## config.mk

```make
export PLATFORM = sky130hd
export DESIGN_NAME = btn_conditioner
export DESIGN_NICKNAME = d
export VERILOG_FILES = /design/src/rtl/tenthirty_pkg.sv /design/src/rtl/btn_channel.sv /design/src/rtl/btn_conditioner.sv
export SDC_FILE = /design/constraint.sdc
export NUM_CORES = 1
export LEC_CHECK = 0
export CAP_MARGIN = 0
export CORE_MARGIN = 5
export CORE_UTILIZATION = 26
export DETAILED_ROUTE_END_ITERATION = 16
export GPL_TIMING_DRIVEN = 0
export PLACE_DENSITY = 0.53
export SLEW_MARGIN = 25
export SYNTH_ARGS = -nofsm -noshare
export SYNTH_HDL_FRONTEND = slang
export SYNTH_SLANG_ARGS = --single-unit
```

## constraint.sdc

```tcl
create_clock -name clk -period 3 [get_ports clk]
set_clock_uncertainty 0.2 [all_clocks]
set_input_delay 0.75 -clock clk [delete_from_list [all_inputs] [get_ports clk]]
set_output_delay 0.75 -clock clk [all_outputs]
set_load 0.05 [all_outputs]
```

## src/rtl/tenthirty_pkg.sv

```systemverilog
`default_nettype none
// ============================================================================
// Package   : tenthirty_pkg
// Purpose   : Shared debounce state encoding and default timing constants for
//             the push-button conditioning path.
// Revision  : 1.0 - initial release
// ============================================================================
package tenthirty_pkg;

  // Debounce FSM encoding; btn_level is 1 in HELD and RELEASE_WAIT.
  typedef enum logic [1:0] {
    ST_IDLE         = 2'd0,
    ST_PRESS_WAIT   = 2'd1,
    ST_HELD         = 2'd2,
    ST_RELEASE_WAIT = 2'd3
  } db_state_e;

  localparam int unsigned C_DB_CYCLES     = 1_000_000;
  localparam int unsigned C_REPEAT_DELAY  = 25_000_000;
  localparam int unsigned C_REPEAT_PERIOD = 5_000_000;

endpackage
`default_nettype wire

```

## src/rtl/btn_channel.sv

```systemverilog
`default_nettype none
// ============================================================================
// Module    : btn_channel
// Purpose   : One button: 2-flop synchroniser, debounce FSM with stability
//             counter, registered level / press pulse / release pulse.
//             Optional auto-repeat while held, enabled by BTN_AUTOREPEAT_EN.
// Revision  : 1.0 - initial release
// ============================================================================
module btn_channel
  import tenthirty_pkg::*;
#(
  parameter int unsigned DB_CYCLES     = C_DB_CYCLES,
  parameter int unsigned REPEAT_DELAY  = C_REPEAT_DELAY,
  parameter int unsigned REPEAT_PERIOD = C_REPEAT_PERIOD
) (
  input  logic clk,
  input  logic rst_n,
  input  logic btn_raw,
  output logic btn_level,
  output logic btn_pulse,
  output logic btn_rel
);

  localparam int unsigned CNT_W = (DB_CYCLES < 2) ? 1 : $clog2(DB_CYCLES + 1);
  // Counter value at which the current edge completes the stable window.
  localparam logic [CNT_W-1:0] DB_LAST = CNT_W'(DB_CYCLES - 1);

  db_state_e        state_q, state_d;
  logic [CNT_W-1:0] cnt_q, cnt_d;
  logic             s1_q, s1_d, s2_q, s2_d;
  logic             level_q, level_d;
  logic             pulse_q, pulse_d;
  logic             rel_q, rel_d;
  logic             db_done;

`ifdef BTN_AUTOREPEAT_EN
  localparam int unsigned RPT_MAX = (REPEAT_DELAY > REPEAT_PERIOD) ? REPEAT_DELAY : REPEAT_PERIOD;
  localparam int unsigned RPT_W   = (RPT_MAX < 2) ? 1 : $clog2(RPT_MAX + 1);
  localparam logic [RPT_W-1:0] RPT_DELAY_LAST  = RPT_W'(REPEAT_DELAY - 1);
  localparam logic [RPT_W-1:0] RPT_PERIOD_LAST = RPT_W'(REPEAT_PERIOD - 1);

  logic [RPT_W-1:0] rpt_cnt_q, rpt_cnt_d;
  // First repeat waits REPEAT_DELAY, later ones REPEAT_PERIOD.
  logic             rpt_first_q, rpt_first_d;

  // Auto-repeat timer registers, only meaningful while HELD.
  always_ff @(posedge clk or negedge rst_n) begin
    if (!rst_n) begin
      rpt_cnt_q   <= '0;
      rpt_first_q <= 1'b1;
    end else begin
      rpt_cnt_q   <= rpt_cnt_d;
      rpt_first_q <= rpt_first_d;
    end
  end
`else
  // Repeat timing is irrelevant without auto-repeat; referenced only so the
  // parameters stay part of the interface.
  if (REPEAT_DELAY == 0 && REPEAT_PERIOD == 0) begin : g_rpt_unused
  end
`endif

  // The stable window completes on this edge when the counter is at its last value.
  assign db_done = (cnt_q == DB_LAST);

  // Synchroniser, FSM state, counter and registered outputs.
  always_ff @(posedge clk or negedge rst_n) begin
    if (!rst_n) begin
      s1_q    <= 1'b0;
      s2_q    <= 1'b0;
      state_q <= ST_IDLE;
      cnt_q   <= '0;
      level_q <= 1'b0;
      pulse_q <= 1'b0;
      rel_q   <= 1'b0;
    end else begin
      s1_q    <= s1_d;
      s2_q    <= s2_d;
      state_q <= state_d;
      cnt_q   <= cnt_d;
      level_q <= level_d;
      pulse_q <= pulse_d;
      rel_q   <= rel_d;
    end
  end

  // Next-state / output decode; counting starts on the first edge a mismatch is seen.
  always_comb begin
    s1_d    = btn_raw;
    s2_d    = s1_q;
    state_d = state_q;
    cnt_d   = '0;
    level_d = level_q;
    pulse_d = 1'b0;
    rel_d   = 1'b0;
`ifdef BTN_AUTOREPEAT_EN
    rpt_cnt_d   = '0;
    rpt_first_d = 1'b1;
`endif
    case (state_q)
      ST_IDLE, ST_PRESS_WAIT: begin
        if (!s2_q) begin
          state_d = ST_IDLE;
        end else if (db_done) begin
          state_d = ST_HELD;
          level_d = 1'b1;
          pulse_d = 1'b1;
        end else begin
          state_d = ST_PRESS_WAIT;
          cnt_d   = cnt_q + CNT_W'(1);
        end
      end
      ST_HELD, ST_RELEASE_WAIT: begin
        if (s2_q) begin
          state_d = ST_HELD;
`ifdef BTN_AUTOREPEAT_EN
          // Only a full HELD cycle advances the repeat timer.
          if (state_q == ST_HELD) begin
            rpt_first_d = rpt_first_q;
            rpt_cnt_d   = rpt_cnt_q + RPT_W'(1);
            if (rpt_cnt_q == (rpt_first_q ? RPT_DELAY_LAST : RPT_PERIOD_LAST)) begin
              pulse_d     = 1'b1;
              rpt_cnt_d   = '0;
              rpt_first_d = 1'b0;
            end
          end
`endif
        end else if (db_done) begin
          state_d = ST_IDLE;
          level_d = 1'b0;
          rel_d   = 1'b1;
        end else begin
          state_d = ST_RELEASE_WAIT;
          cnt_d   = cnt_q + CNT_W'(1);
        end
      end
      default: begin
        state_d = ST_IDLE;
        level_d = 1'b0;
      end
    endcase
  end

  assign btn_level = level_q;
  assign btn_pulse = pulse_q;
  assign btn_rel   = rel_q;

endmodule
`default_nettype wire

```

## src/rtl/btn_conditioner.sv

```systemverilog
`default_nettype none
// ============================================================================
// Module    : btn_conditioner
// Purpose   : Generate wrapper: one independent btn_channel per button pin.
//             Auto-repeat is compiled in when BTN_AUTOREPEAT_EN is defined.
// Revision  : 1.0 - initial release
// ============================================================================
module btn_conditioner
  import tenthirty_pkg::*;
#(
  parameter int unsigned NUM_BTN       = 2,
  parameter int unsigned DB_CYCLES     = C_DB_CYCLES,
  parameter int unsigned REPEAT_DELAY  = C_REPEAT_DELAY,
  parameter int unsigned REPEAT_PERIOD = C_REPEAT_PERIOD
) (
  input  logic               clk,
  input  logic               rst_n,
  input  logic [NUM_BTN-1:0] btn_raw,
  output logic [NUM_BTN-1:0] btn_level,
  output logic [NUM_BTN-1:0] btn_pulse,
  output logic [NUM_BTN-1:0] btn_rel
);

  // One conditioning channel per button; channels share nothing but clock and reset.
  for (genvar gi = 0; gi < NUM_BTN; gi++) begin : g_chan
    btn_channel #(
      .DB_CYCLES     (DB_CYCLES),
      .REPEAT_DELAY  (REPEAT_DELAY),
      .REPEAT_PERIOD (REPEAT_PERIOD)
    ) u_chan (
      .clk       (clk),
      .rst_n     (rst_n),
      .btn_raw   (btn_raw[gi]),
      .btn_level (btn_level[gi]),
      .btn_pulse (btn_pulse[gi]),
      .btn_rel   (btn_rel[gi])
    );
  end

endmodule
`default_nettype wire

```

# [Yosys cells after proc, flatten, opt, wreduce, memory -nomap -nowiden]
# Index checks and enable logic that the tools add are counted.
[totals] regBits=54 latch_bits=0 ramBits=0 romBits=0 out_inout_bits=6 elab_cells=78 mem_count=0
[op_classes] add_sub_neg=2 multipliers=0 div_mod_pow=0 magnitude_cmp=0 n_eq_ne=16 shift=0 muxes=38 n_bitwise=0 n_reduce_logical=8
[ops] op="two-way mux 20 bit" count=6
[ops] op="one-hot mux 20 bit (2 select lines)" count=2
[ops] op="adder 20 x 1 -> 20 bit, second input constant" count=2
[ops] op="== test 20 bit, second input constant" count=2
[ops] op="two-way mux 1 bit" count=18
[ops] op="two-way mux 2 bit" count=8
[ops] op="inequality test 2 x 1 -> 1 bit, second input constant" count=6
[ops] op="== test 2 bit, second input constant" count=4
[ops] op="one-hot mux 2 bit (2 select lines)" count=2
[ops] op="AND reduction 4 bit" count=2
[ops] op="OR reduction 2 bit" count=4
[ops] op="== test 2 x 1 -> 1 bit, second input constant" count=2
[ops] op="zero test 2 bit" count=2
[ops] op="inequality test 2 bit, second input constant" count=2
[ops] op="one-hot mux 1 bit (2 select lines)" count=2

# [Longest topological paths before layout]
[depth] ltp_word=4 mapped_depth=6

# [By module]
# Synthesis repeated with hierarchy kept, for this count alone.
[hier_totals] hier_cells=255 area_unflattened_um2=2716.4
[modules_own_cells] module="btn_channel at g_chan[1].u_chan" instances=1 cells_per_inst=132 area_each_um2=1462.7
[modules_own_cells] module="btn_channel at g_chan[0].u_chan" instances=1 cells_per_inst=123 area_each_um2=1253.7

# [Least setup slack after synthesis]
# Ideal clock, no wire load.
[synth_path] path_kind="register to register" startpoint="register g_chan[1].u_chan.cnt_q[10]" endpoint="register g_chan[1].u_chan.cnt_q[1]" setup_ns=0.120 arrival_ns=2.062 required_ns=2.680 slack_ns=0.618 stages_incl_launch_ff=5 cell_sequence="dfrtp_1 -> or4_1 -> or4_1 -> or4_4 -> and3_2"
[synth_between] elab_chain_len=4 elab_cells_between_ends=5 classes_between="eq/ne (1); mux (4)"
[synth_rtl] element="start, declared" line="btn_channel.sv:29" text="logic [CNT_W-1:0] cnt_q, cnt_d;"
[synth_rtl] element="start signal, assigned" line="btn_channel.sv:80" text="cnt_q <= cnt_d;"
[synth_rtl] element="== test 20 bit *" line="btn_channel.sv:64" text="assign db_done = (cnt_q == DB_LAST);"
[synth_rtl] element="two-way mux 20 bit *" line="btn_channel.sv:104, btn_channel.sv:128"
[synth_rtl] element="two-way mux 20 bit, on equally long branches" line="btn_channel.sv:114, btn_channel.sv:102"
[synth_rtl] element="one-hot mux 20 bit (2 select lines) *" line="btn_channel.sv:100" text="case (state_q)"
[synth_rtl] element="named net g_chan[1].u_chan.cnt_d[1]" line="btn_channel.sv:29"
# The timed path passes the listed nets; every way through them passes the cells marked *.
# A chain may end at the register's enable or synchronous reset.

# [Worst setup path in the final report]
[layout_path] startpoint="register g_chan[1].u_chan.cnt_q[8]" endpoint="register g_chan[1].u_chan.cnt_q[5]"
# Same word-level chain as after synthesis.

==> reports/metrics.yaml <==
status:
  status: "complete, no violations"
critical_path:
  cp_cell_sequence: "or4b_1 > or4_1 > o21ai_1 > clkbuf_1 > nor2_1"
  endpoint: "g_chan[1].u_chan.cnt_q[5]$_DFF_PN0_"
  path_class: "register to register"
  crit_family: "simple AND/OR/NAND/NOR gates"
  rrSetupSlack_ps: 460
  r2r_end: "g_chan[1].u_chan.cnt_q[5]$_DFF_PN0_"
  critPathBufInv: 1
  cp.depth: 5
  endpoint_kind: "register"
  worstPathRequired_ps: 2970
  arrival_ps: 2510
  r2r_start: "g_chan[1].u_chan.cnt_q[8]$_DFF_PN0_"
  slowest_stage: "or4_1"
  cp-start-kind: "register"
  critical_path.startpoint: "g_chan[1].u_chan.cnt_q[8]$_DFF_PN0_"
  max_stage_delay_ps: 570
  rr_worst_depth: 5
  cp_max_fo: 10
routing:
  drt_first_pass_iters: 4
  drt_wl_total_mm: 4.737
  via_count: 1861
  drt_iter0_markers: 84
  viasPerCell: 4.688
  drc: 0
  ant_nets: 0
  wl_per_cell_um: 11.93
grt:
  antenna_found_initial: 0
  grt_busiest_layer: "met2"
  grt_max_degree: 53
  gr-total-overflow: 0
  use_met3_pct: 1.612
  grt_usage_pct: 8.646
  grt_pass1_vias: 1768
  grtUsageMet1_pct: 12.21
  grt_pass1_wl_mm: 8.335
  global_route.usage.met2_pct: 13.41
synth:
  synth-seq-cells: 52
  syn_avg_cell_area_um2: 9.965
  synth.distinct_cells: 35
  yosysWarnings: 0
  syn_inst: 251
  synth_top_area_share_pct: 52.03
  synth_area_leaders: "dfrtp_1, xnor2_1, nor2_1"
  synth_fp_nets: 257
  seq_area_frac_synth_pct: 52.03
  yosys.area.top_type: "dfrtp_1"
  syn_area_um2: 2501
clock_network:
  clockBufferDepth: 2
  post_cts_resized: 0
  cts_setup_buffers: 0
  htreeDepth: 2
  cts_tree: "yes"
  hold_buffers: 0
  cts_sinks: 52
  cts-root-buf: "clkbuf_8"
  cts_made_buffers: 5
  clk_pin_slew_ps: 90
  insertion_delay_ps: 300
power_and_ir_drop:
  ir_drop_v: 0.0001888
  p_leak_nw: 1.104
  power.total_mw: 1.286
  seq_power_share_pct: 55.9
  internal-power_mw: 1.017
  p_sw_share_pct: 20.91
  switchingPower_mw: 0.2689
  cellPowerDensity_nw_per_um2: 447.1
  clkPwrFrac_pct: 40.8
  combPwrFrac_pct: 3.3
worst_hold_path:
  min-delay-start: "g_chan[1].u_chan.s1_q$_DFF_PN0_"
  holdCritPathClass: "register to register"
  hold_depth: 0
place:
  place.gp.congestion: 0.7927
  port_buffers: 9
  dp_hpwl_mm: 3.261
timing:
  finalMaxSlewViolations: 0
  fin_crit_ps: 2538
  hold_viol_final: 0
  whs_ps: 155.8
  timing.fmax_ghz: 0.3940
  rsz0062_at_grt: "false"
  setup_viol: 0
  tightest_slew_ps: 690.2
  post-route-period-util_pct: 84.59
  fin_setup_tns_ps: 0
  timing.slew.headroom_pct: 53.56
cells_and_area:
  layout_commonest_cell: "dfrtp_1"
  syn_to_final_growth_pct: 15.01
  drive_gt1_share_pct: 8.209
  nets: 273
  utilization_pct: 30.84
  final_cell_mix: "dfrtp_1, nor2_1, xnor2_1"
  antennaDiodeCount: 0
flow_run:
  cap_violations: 0
floorplanning:
  die_area_um2: 11680
  std_cell_rows: 35
  die_h_um: 108.1
  die_x_um: 108.1
  io_pins: 10
  initial_core_util_pct: 26.81
  core_area_um2: 9328
==> stage by stage <==
step                      std cells  setup slack (ps)  instance area, um2
final                           397             462.2                2877
after global routing            397             303.4                2877
after CTS                       397             442.2                2877
after detailed placement        389             483.5                2750
after global placement          389            -668.2                2753
after floorplan                 251             617.5                2501
==> sequential cells by signal, indices dropped and copies added (netlist names) <==
register                 cells
g_chan.u_chan.btn_level      2
g_chan.u_chan.btn_pulse      2
g_chan.u_chan.btn_rel        2
g_chan.u_chan.cnt_q         40
g_chan.u_chan.s1_q           2
g_chan.u_chan.s2_q           2
g_chan.u_chan.state_q        2
==> worst reg2reg max path, stage by stage, from the launching register on <==
cell      delay, ps
dfrtp_1         440
or4b_1          520
or4_1           570
o21ai_1         170
clkbuf_1        410
nor2_1          100
==> kinds of logic (layout without fill, tap and decap cells) <==
kind of cell | Yosys count | count (layout) | synth area share, %
and+or+nand+nor | 117 | 117 | 25.21
DFF | 52 | 52 | 52.03
xor gates and xnor gates | 29 | 29 | 10.15
AOI/OAI and AO/OA | 27 | 27 | 6.703
buffers and inverters | 23 | 40 | 4.452
adders and majority gates | 2 | 2 | 1.000
muxes | 1 | 1 | 0.4502
==> routing by layer <==
layer | vias up | share of wire, % | wire length [um]
met5 | - | 0 | 0
met4 | 0 | 1.1 | 51
met3 | 6 | 1.6 | 78
met2 | 13 | 46 | 2165
met1 | 932 | 52 | 2442
li1 | 910 | - | -
==> how the worst min path moves through the flow <==
stage | to | slack [ps]
6_report | g_chan[1].u_chan.s2_q$_DFF_PN0_ | 160
5_1_grt | g_chan[1].u_chan.s2_q$_DFF_PN0_ | 170
4_1_cts | g_chan[1].u_chan.s2_q$_DFF_PN0_ | 160
3_5_place_dp | g_chan[1].u_chan.s2_q$_DFF_PN0_ | 140
3_3_place_gp | g_chan[1].u_chan.s2_q$_DFF_PN0_ | 130
2_1_floorplan | g_chan[0].u_chan.s2_q$_DFF_PN0_ | 130
==> Yosys cell counts <==
library cell,number
inv_1,11
nand2b_1,2
o21ai_1,1
a21o_1,1
a21oi_1,9
buf_2,2
nand2_1,11
nand3_1,15
or4b_1,1
nor2_1,31
and3_2,1
mux2_2,1
nor4_1,6
or4_1,11
buf_4,6
o311ai_1,1
xor2_1,7
o21ai_0,5
or3_1,4
nand4_1,11
nand3b_1,2
ha_1,2
a2bb2oi_1,1
or4b_2,2
or2_0,2
nor3b_1,2
a31oi_1,1
dfrtp_1,52
clkbuf_1,4
nor3_1,11
xnor2_1,22
o41ai_1,1
or4_4,1
o31ai_1,7
and3_1,4
==> layout make-up <==
class                           instances  area, um2
Timing Repair Buffer                    9      87.58
Inverter                               11      41.29
Tap cell                              129      161.4
Multi-Input combinational cell        176       1089
Buffer                                 12      70.07
Sequential cell                        52       1301
Clock inverter                          1      30.03
Fill cell                             953       6451
Clock buffer                            7      96.34
==> power groups by stage <==
stage / clock [mW] / sequential, mW / combinational [mW]
6_report: 0.525 / 0.719 / 0.0423
3_5_place_dp: 0 / 0.732 / 0.0439
4_1_cts: 0.543 / 0.718 / 0.0444
3_3_place_gp: 0 / 0.732 / 0.0444
2_1_floorplan: 0 / 0.731 / 0.0204
5_1_grt: 0.562 / 0.720 / 0.0499
No activity file was read; power rests on OpenSTA's default activity.
